$ cat src/rtl/ttl_axi_master.sv
// AXI4 single-beat initiator for the TTL controller slave: turns simple write/read commands
// into 128-bit AXI4 transactions and returns status and readback on a valid/ready channel.
module ttl_axi_master #(
  parameter int unsigned AXI_ADDR_WIDTH   = 6,
  parameter int unsigned AXI_DATA_WIDTH   = 128,
  parameter int unsigned AXI_STROBE_WIDTH = AXI_DATA_WIDTH >> 3,
  parameter logic [15:0] AXI_ID           = 16'h0000,
  parameter int unsigned TIMEOUT_CYCLES   = 1024
) (
  input  logic                          m_axi_aclk,
  input  logic                          m_axi_aresetn,
  // Command channel
  input  logic                          cmd_valid,
  output logic                          cmd_ready,
  input  logic                          cmd_write,
  input  logic [AXI_ADDR_WIDTH-1:0]     cmd_addr,
  input  logic [31:0]                   cmd_wdata,
  // Response channel
  output logic                          rsp_valid,
  input  logic                          rsp_ready,
  output logic [1:0]                    rsp_resp,
  output logic [31:0]                   rsp_rdata,
  // AW channel
  output logic [AXI_ADDR_WIDTH-1:0]     m_axi_awaddr,
  output logic [15:0]                   m_axi_awid,
  output logic [1:0]                    m_axi_awburst,
  output logic [2:0]                    m_axi_awsize,
  output logic [7:0]                    m_axi_awlen,
  output logic [15:0]                   m_axi_awuser,
  output logic                          m_axi_awvalid,
  input  logic                          m_axi_awready,
  // W channel
  output logic [AXI_DATA_WIDTH-1:0]     m_axi_wdata,
  output logic [AXI_STROBE_WIDTH-1:0]   m_axi_wstrb,
  output logic                          m_axi_wlast,
  output logic                          m_axi_wvalid,
  input  logic                          m_axi_wready,
  // B channel
  input  logic [15:0]                   m_axi_bid,
  input  logic [1:0]                    m_axi_bresp,
  input  logic                          m_axi_bvalid,
  output logic                          m_axi_bready,
  // AR channel
  output logic [AXI_ADDR_WIDTH-1:0]     m_axi_araddr,
  output logic [15:0]                   m_axi_arid,
  output logic [1:0]                    m_axi_arburst,
  output logic [2:0]                    m_axi_arsize,
  output logic [7:0]                    m_axi_arlen,
  output logic [15:0]                   m_axi_aruser,
  output logic                          m_axi_arvalid,
  input  logic                          m_axi_arready,
  // R channel
  input  logic [15:0]                   m_axi_rid,
  input  logic [AXI_DATA_WIDTH-1:0]     m_axi_rdata,
  input  logic [1:0]                    m_axi_rresp,
  input  logic                          m_axi_rlast,
  input  logic                          m_axi_rvalid,
  output logic                          m_axi_rready,
  // Status
  output logic                          busy,
  output logic                          err_timeout,
  output logic                          err_proto
);

  localparam logic [15:0] TimeoutLimit = 16'(TIMEOUT_CYCLES);

  typedef enum logic [2:0] {
    StIdle,
    StWr,
    StWrResp,
    StRdAddr,
    StRdData,
    StRsp
  } state_e;

  state_e state_q, state_d;

  logic                      cmd_ready_q, cmd_ready_d;
  logic                      awvalid_q, awvalid_d;
  logic                      wvalid_q, wvalid_d;
  logic                      aw_done_q, aw_done_d;
  logic                      w_done_q, w_done_d;
  logic                      bready_q, bready_d;
  logic                      arvalid_q, arvalid_d;
  logic                      rready_q, rready_d;
  logic                      rsp_valid_q, rsp_valid_d;
  logic [AXI_ADDR_WIDTH-1:0] addr_q, addr_d;
  logic [31:0]               wdata_q, wdata_d;
  logic [1:0]                rsp_resp_q, rsp_resp_d;
  logic [31:0]               rsp_rdata_q, rsp_rdata_d;
  logic [15:0]               wait_cnt_q, wait_cnt_d;
  logic                      err_timeout_q, err_timeout_d;
  logic                      err_proto_q, err_proto_d;

  logic cmd_hs, rsp_hs, aw_hs, w_hs, b_hs, ar_hs, r_hs;
  logic waiting;

  assign cmd_hs = cmd_valid & cmd_ready_q;
  assign rsp_hs = rsp_valid_q & rsp_ready;
  assign aw_hs  = awvalid_q & m_axi_awready;
  assign w_hs   = wvalid_q & m_axi_wready;
  assign b_hs   = bready_q & m_axi_bvalid;
  assign ar_hs  = arvalid_q & m_axi_arready;
  assign r_hs   = rready_q & m_axi_rvalid;

  // Only the AXI-facing states are bounded; a stalled response consumer is not an AXI fault.
  assign waiting = (state_q == StWr) || (state_q == StWrResp) ||
                   (state_q == StRdAddr) || (state_q == StRdData);

  always_comb begin
    state_d       = state_q;
    cmd_ready_d   = cmd_ready_q;
    awvalid_d     = awvalid_q;
    wvalid_d      = wvalid_q;
    aw_done_d     = aw_done_q;
    w_done_d      = w_done_q;
    bready_d      = bready_q;
    arvalid_d     = arvalid_q;
    rready_d      = rready_q;
    rsp_valid_d   = rsp_valid_q;
    addr_d        = addr_q;
    wdata_d       = wdata_q;
    rsp_resp_d    = rsp_resp_q;
    rsp_rdata_d   = rsp_rdata_q;
    wait_cnt_d    = wait_cnt_q;
    err_timeout_d = err_timeout_q;
    err_proto_d   = err_proto_q;

    unique case (state_q)
      StIdle: begin
        if (cmd_hs) begin
          cmd_ready_d = 1'b0;
          addr_d      = cmd_addr;
          if (cmd_write) begin
            wdata_d   = cmd_wdata;
            awvalid_d = 1'b1;
            wvalid_d  = 1'b1;
            aw_done_d = 1'b0;
            w_done_d  = 1'b0;
            state_d   = StWr;
          end else begin
            arvalid_d = 1'b1;
            state_d   = StRdAddr;
          end
        end else begin
          // Also raises cmd_ready on the first cycle after reset release.
          cmd_ready_d = 1'b1;
        end
      end
      StWr: begin
        if (aw_hs) begin
          awvalid_d = 1'b0;
          aw_done_d = 1'b1;
        end
        if (w_hs) begin
          wvalid_d = 1'b0;
          w_done_d = 1'b1;
        end
        if (aw_done_d && w_done_d) begin
          bready_d = 1'b1;
          state_d  = StWrResp;
        end
      end
      StWrResp: begin
        if (b_hs) begin
          bready_d    = 1'b0;
          rsp_resp_d  = m_axi_bresp;
          rsp_rdata_d = '0;
          rsp_valid_d = 1'b1;
          state_d     = StRsp;
          if (m_axi_bid != AXI_ID) begin
            err_proto_d = 1'b1;
          end
        end
      end
      StRdAddr: begin
        if (ar_hs) begin
          arvalid_d = 1'b0;
          rready_d  = 1'b1;
          state_d   = StRdData;
        end
      end
      StRdData: begin
        if (r_hs) begin
          rready_d    = 1'b0;
          rsp_resp_d  = m_axi_rresp;
          rsp_rdata_d = m_axi_rdata[31:0];
          rsp_valid_d = 1'b1;
          state_d     = StRsp;
          if ((m_axi_rid != AXI_ID) || !m_axi_rlast) begin
            err_proto_d = 1'b1;
          end
        end
      end
      StRsp: begin
        if (rsp_hs) begin
          rsp_valid_d = 1'b0;
          cmd_ready_d = 1'b1;
          state_d     = StIdle;
        end
      end
      default: begin
        state_d = StIdle;
      end
    endcase

    // Saturating wait counter; restarts on every state change and every AXI handshake.
    if ((state_d != state_q) || aw_hs || w_hs || b_hs || ar_hs || r_hs) begin
      wait_cnt_d = '0;
    end else if (waiting && (wait_cnt_q != TimeoutLimit)) begin
      wait_cnt_d = wait_cnt_q + 16'd1;
    end
    if (waiting && (wait_cnt_q == TimeoutLimit)) begin
      err_timeout_d = 1'b1;
    end
  end

  always_ff @(posedge m_axi_aclk or negedge m_axi_aresetn) begin
    if (!m_axi_aresetn) begin
      state_q       <= StIdle;
      cmd_ready_q   <= 1'b0;
      awvalid_q     <= 1'b0;
      wvalid_q      <= 1'b0;
      aw_done_q     <= 1'b0;
      w_done_q      <= 1'b0;
      bready_q      <= 1'b0;
      arvalid_q     <= 1'b0;
      rready_q      <= 1'b0;
      rsp_valid_q   <= 1'b0;
      addr_q        <= '0;
      wdata_q       <= '0;
      rsp_resp_q    <= '0;
      rsp_rdata_q   <= '0;
      wait_cnt_q    <= '0;
      err_timeout_q <= 1'b0;
      err_proto_q   <= 1'b0;
    end else begin
      state_q       <= state_d;
      cmd_ready_q   <= cmd_ready_d;
      awvalid_q     <= awvalid_d;
      wvalid_q      <= wvalid_d;
      aw_done_q     <= aw_done_d;
      w_done_q      <= w_done_d;
      bready_q      <= bready_d;
      arvalid_q     <= arvalid_d;
      rready_q      <= rready_d;
      rsp_valid_q   <= rsp_valid_d;
      addr_q        <= addr_d;
      wdata_q       <= wdata_d;
      rsp_resp_q    <= rsp_resp_d;
      rsp_rdata_q   <= rsp_rdata_d;
      wait_cnt_q    <= wait_cnt_d;
      err_timeout_q <= err_timeout_d;
      err_proto_q   <= err_proto_d;
    end
  end

  assign cmd_ready     = cmd_ready_q;
  assign rsp_valid     = rsp_valid_q;
  assign rsp_resp      = rsp_resp_q;
  assign rsp_rdata     = rsp_rdata_q;

  assign m_axi_awaddr  = addr_q;
  assign m_axi_awid    = AXI_ID;
  assign m_axi_awburst = 2'b01;
  assign m_axi_awsize  = 3'b100;
  assign m_axi_awlen   = 8'd0;
  assign m_axi_awuser  = 16'd0;
  assign m_axi_awvalid = awvalid_q;

  assign m_axi_wdata   = {{(AXI_DATA_WIDTH-32){1'b0}}, wdata_q};
  assign m_axi_wstrb   = '1;
  assign m_axi_wlast   = wvalid_q;
  assign m_axi_wvalid  = wvalid_q;

  assign m_axi_bready  = bready_q;

  assign m_axi_araddr  = addr_q;
  assign m_axi_arid    = AXI_ID;
  assign m_axi_arburst = 2'b01;
  assign m_axi_arsize  = 3'b100;
  assign m_axi_arlen   = 8'd0;
  assign m_axi_aruser  = 16'd0;
  assign m_axi_arvalid = arvalid_q;

  assign m_axi_rready  = rready_q;

  assign busy          = (state_q != StIdle);
  assign err_timeout   = err_timeout_q;
  assign err_proto     = err_proto_q;

  // Only the low 32 bits of read data carry the TTL pattern.
  logic unused_rdata_hi;
  assign unused_rdata_hi = ^m_axi_rdata[AXI_DATA_WIDTH-1:32];

endmodule

$ cat config.mk
export PLATFORM = sky130hd
export DESIGN_NAME = ttl_axi_master
export DESIGN_NICKNAME = d
export VERILOG_FILES = /design/src/rtl/ttl_axi_master.sv
export SDC_FILE = /design/constraint.sdc
export NUM_CORES = 1
export LEC_CHECK = 0
export BUFFER_PORTS_ARGS = -buffer_cell sky130_fd_sc_hd__buf_4
export CAP_MARGIN = 15
export CORE_AREA = 2 2 197 199
export CTS_CLUSTER_SIZE = 28
export DETAILED_ROUTE_END_ITERATION = 12
export DIE_AREA = 0 0 199 201
export PLACE_DENSITY = 0.42
export SETUP_SLACK_MARGIN = 0.02
export SYNTH_ARGS = -nofsm -noshare
export SYNTH_HDL_FRONTEND = slang
export SYNTH_SLANG_ARGS = --single-unit
$ cat constraint.sdc
create_clock -name m_axi_aclk -period 2.5 [get_ports m_axi_aclk]
set_clock_uncertainty 0.2 [all_clocks]
set_input_delay 0.25 -clock m_axi_aclk [delete_from_list [all_inputs] [get_ports m_axi_aclk]]
set_output_delay 0.25 -clock m_axi_aclk [all_outputs]
set_load 0.05 [all_outputs]
==> impl_metrics.py <==
metrics = {
    "clock_network": {
        "clock-root-buffer": "clkbuf_16",
        "cts.repair.resized": 0,
        "clkSlewWorstSetupHoldPaths_ps": 80,
        "clk_path_buf_depth": 2,
        "cts_buffers": 9,
        "insertion_delay_ps": 360,
        "cts.htree.levels": 3,
        "tritoncts": "built",
        "clock_sinks": 102,
    },
    "pwr": {
        "p_leak_nw": 4.41,
        "powerDensity_nw_per_um2": 475,
        "vdd_ir_drop_max_v": 0.000283,
    },
    "job": {
        "maxCapViolations": 0,
    },
    "timing": {
        "fin_ws_ps": 164,
        "setup_viol": 0,
        "finalSetupTns_ps": 0,
        "whs_ps": 54.3,
        "rsz0062_at_grt": "false",
        "fin_crit_sh_pct": 93.4,
        "fmax_ghz": 0.428,
        "final_hold_viol_count": 0,
        "relSlewSlack_pct": 60.7,
        "worst_pin_slew_ps": 590,
        "slew_viol_final": 0,
        "fin_crit_ps": 2340,
    },
    "synthesis": {
        "synthArstFlopShare_pct": 100,
        "postSynthAreaPerCell_um2": 10.7,
        "ys.flop_type": "dfrtp_1",
        "netlist_area_um2": 6140,
        "ys_ff_latch": 102,
        "synthCells": 573,
        "synth_edf_count": 0,
        "ys_seq_area_share_pct": 41.5,
        "synth_cell_types": 51,
        "yosysWarnings": 0,
    },
    "routing": {
        "drt_iter0_drc": 128,
        "viasPerCell": 3.41,
        "wire_per_inst_um": 11.4,
        "drc": 0,
        "via_count": 4710,
        "first_pass_iters": 6,
        "postRouteAntennaNets": 0,
        "totalWireLength_mm": 15.7,
    },
    "die": {
        "rows": 72,
        "pin_count": 504,
        "die_h_um": 201,
        "coreArea_um2": 38100,
        "start_util_pct": 16.1,
        "die_x_um": 199,
        "dieArea_um2": 40000,
    },
    "setup_path": {
        "path_cells": "or3_1, buf_4, nand4_1, buf_4, or4b_2, a221oi_2",
        "crit_top_cell": "buf_4",
        "cp-start-kind": "flip-flop",
        "critPathMaxStageDelay_ps": 620,
        "critPathRequiredTime_ps": 2570,
        "path_max_fanout": 9,
        "crit_type": "flip-flop to flip-flop",
        "arrival_ps": 2410,
        "worst_path_max_delay_cell": "or4b_2",
        "crit_path_end_kind": "flip-flop",
    },
    "finish": {
        "fin_nets": 1074,
        "stdcell_count": 1382,
        "fillCellCount": 4153,
        "num_antenna_cells": 0,
        "final_common_cell": "buf_4",
        "layout_common_cells": "buf_4, conb_1, dfrtp_1",
        "fin_util_pct": 22.7,
        "synthToLayoutAreaGrowth_pct": 41.0,
        "layout-drive-gt1-share_pct": 35.1,
    },
    "outcome": {
        "status": "finished, final reports clean",
    },
    "placed_design": {
        "gp_congestion": 0.731,
        "dp_hpwl_mm": 11.5,
        "placedCellCount": 1288,
        "place_ws_ps": 185,
        "numPortBuffers": 205,
    },
    "global_route": {
        "grt_max_degree": 103,
        "antenna_found_initial": 0,
        "grt_util_all_layers_pct": 7.72,
        "overflow": 0,
        "grt_pass1_vias": 4619,
        "grt_first_pass_wirelength_mm": 24.2,
    },
    "min_path": {
        "hold_path_class": "primary input to flip-flop",
    },
}
==> sequential cells by signal (all words and copies together) (netlist names) <==
register and cells:
rsp_valid 1, w_done_q 1, wdata_q 32, err_proto 1, wait_cnt_q 16, rsp_rdata 32
m_axi_wlast 1, m_axi_awvalid 1, m_axi_arvalid 1, err_timeout 1, aw_done_q 1, m_axi_araddr 6
cmd_ready 1, m_axi_bready 1, rsp_resp 2, state_q 3, m_axi_rready 1
==> metrics by stage <==
step                      cell area [um^2]  power [mW]
after floorplan                       6890        2.62
after global placement                7580        2.57
after detailed placement              7580        2.57
after CTS                             8660        4.19
after global routing                  8660        4.29
final                                 8660        4.12
==> worst paths after layout <==
| kind | from | end | slack [ps] | depth (start not counted) |
|---|---|---|---|---|
| max in group asynchronous | m_axi_aresetn | rsp_rdata[31] | 1320 | 3 |
| min in group asynchronous | m_axi_aresetn | wdata_q[19] | 310 | 3 |
| min reg2reg | err_timeout | err_timeout | 270 | 1 |
| min | rsp_ready | state_q[2] | 50 | 3 |
| max reg2reg | state_q[1] | wait_cnt_q[15] | 160 | 6 |
| max | state_q[1] | wait_cnt_q[15] | 160 | 6 |
==> critical path: cells and delay by family, from the launching register on <==
kind            cells  cell delay [ps]
buf+inv             2              370
flops               1              440
compound gates      1              240
simple gates        3             1000
==> cell usage after synthesis (all sizes together), types with 2 or more instances <==
library cell	number	area (um^2)
mux2	42	473
nand4	8	50.1
a21oi	6	30.0
nand3	6	30.0
o21ai	10	65.1
a22oi	3	22.5
or3	4	25.0
buf	224	1670
inv	12	45.0
and3	3	18.8
o41ai	2	25.0
o31ai	6	45.0
conb	2	7.51
xor2	4	35.0
nor2	7	33.8
clkbuf	5	18.8
nor2b	2	20.0
and4	2	17.5
a31oi	6	37.5
or4	6	45.0
a21o	4	30.0
nand2	23	86.3
and2	4	25.0
a211oi	4	50.1
a221oi	12	143
nor3b	6	50.1
dfrtp	102	2550
nor4	10	62.6
a22o	33	289
ha	2	25.0
nand4b	2	17.5
==> cell families after synthesis <==
family / share of synthesized area (%)
compound gates: 12.7
xor+xnor: 0.570
fa+ha+maj: 0.407
buf+inv: 28.1
flops: 41.5
mux: 7.86
other cells: 0.122
simple gates: 8.62
==> routing by layer <==
metal	part of all wire, %	vias to the layer above	track usage (%)
li1	-	2167	-
met1	38	2283	8.53
met2	51	247	13.5
met3	9.1	13	2.44
met4	1.7	0	3.30
met5	0	-	0
==> layout make-up <==
type | count | area [um^2] | share of cell area (%)
clock inverter | 6 | 76.3 | 0.881
timing repair buffer | 304 | 2500 | 28.9
tap | 518 | 648 | 7.48
inverter | 12 | 45.0 | 0.520
sequential | 102 | 2550 | 29.5
multi-input combinational | 430 | 2610 | 30.2
clock buffer | 10 | 229 | 2.64
==> repair_timing <==
item                       4_1_cts  5_1_grt
hold buffers                    77        0
hold endpoints to repair       178        0
setup endpoints to repair        0        1
buffers inserted                 0        1
==> power breakdown <==
part	switching [mW]	leakage [nW]	internal [mW]
clock network	0.689	0.150	0.796
logic	0.768	2.85	0.209
registers	0.00478	1.40	1.65
total	1.46	4.41	2.66
Note: power is estimated with default switching activity, not from simulation.
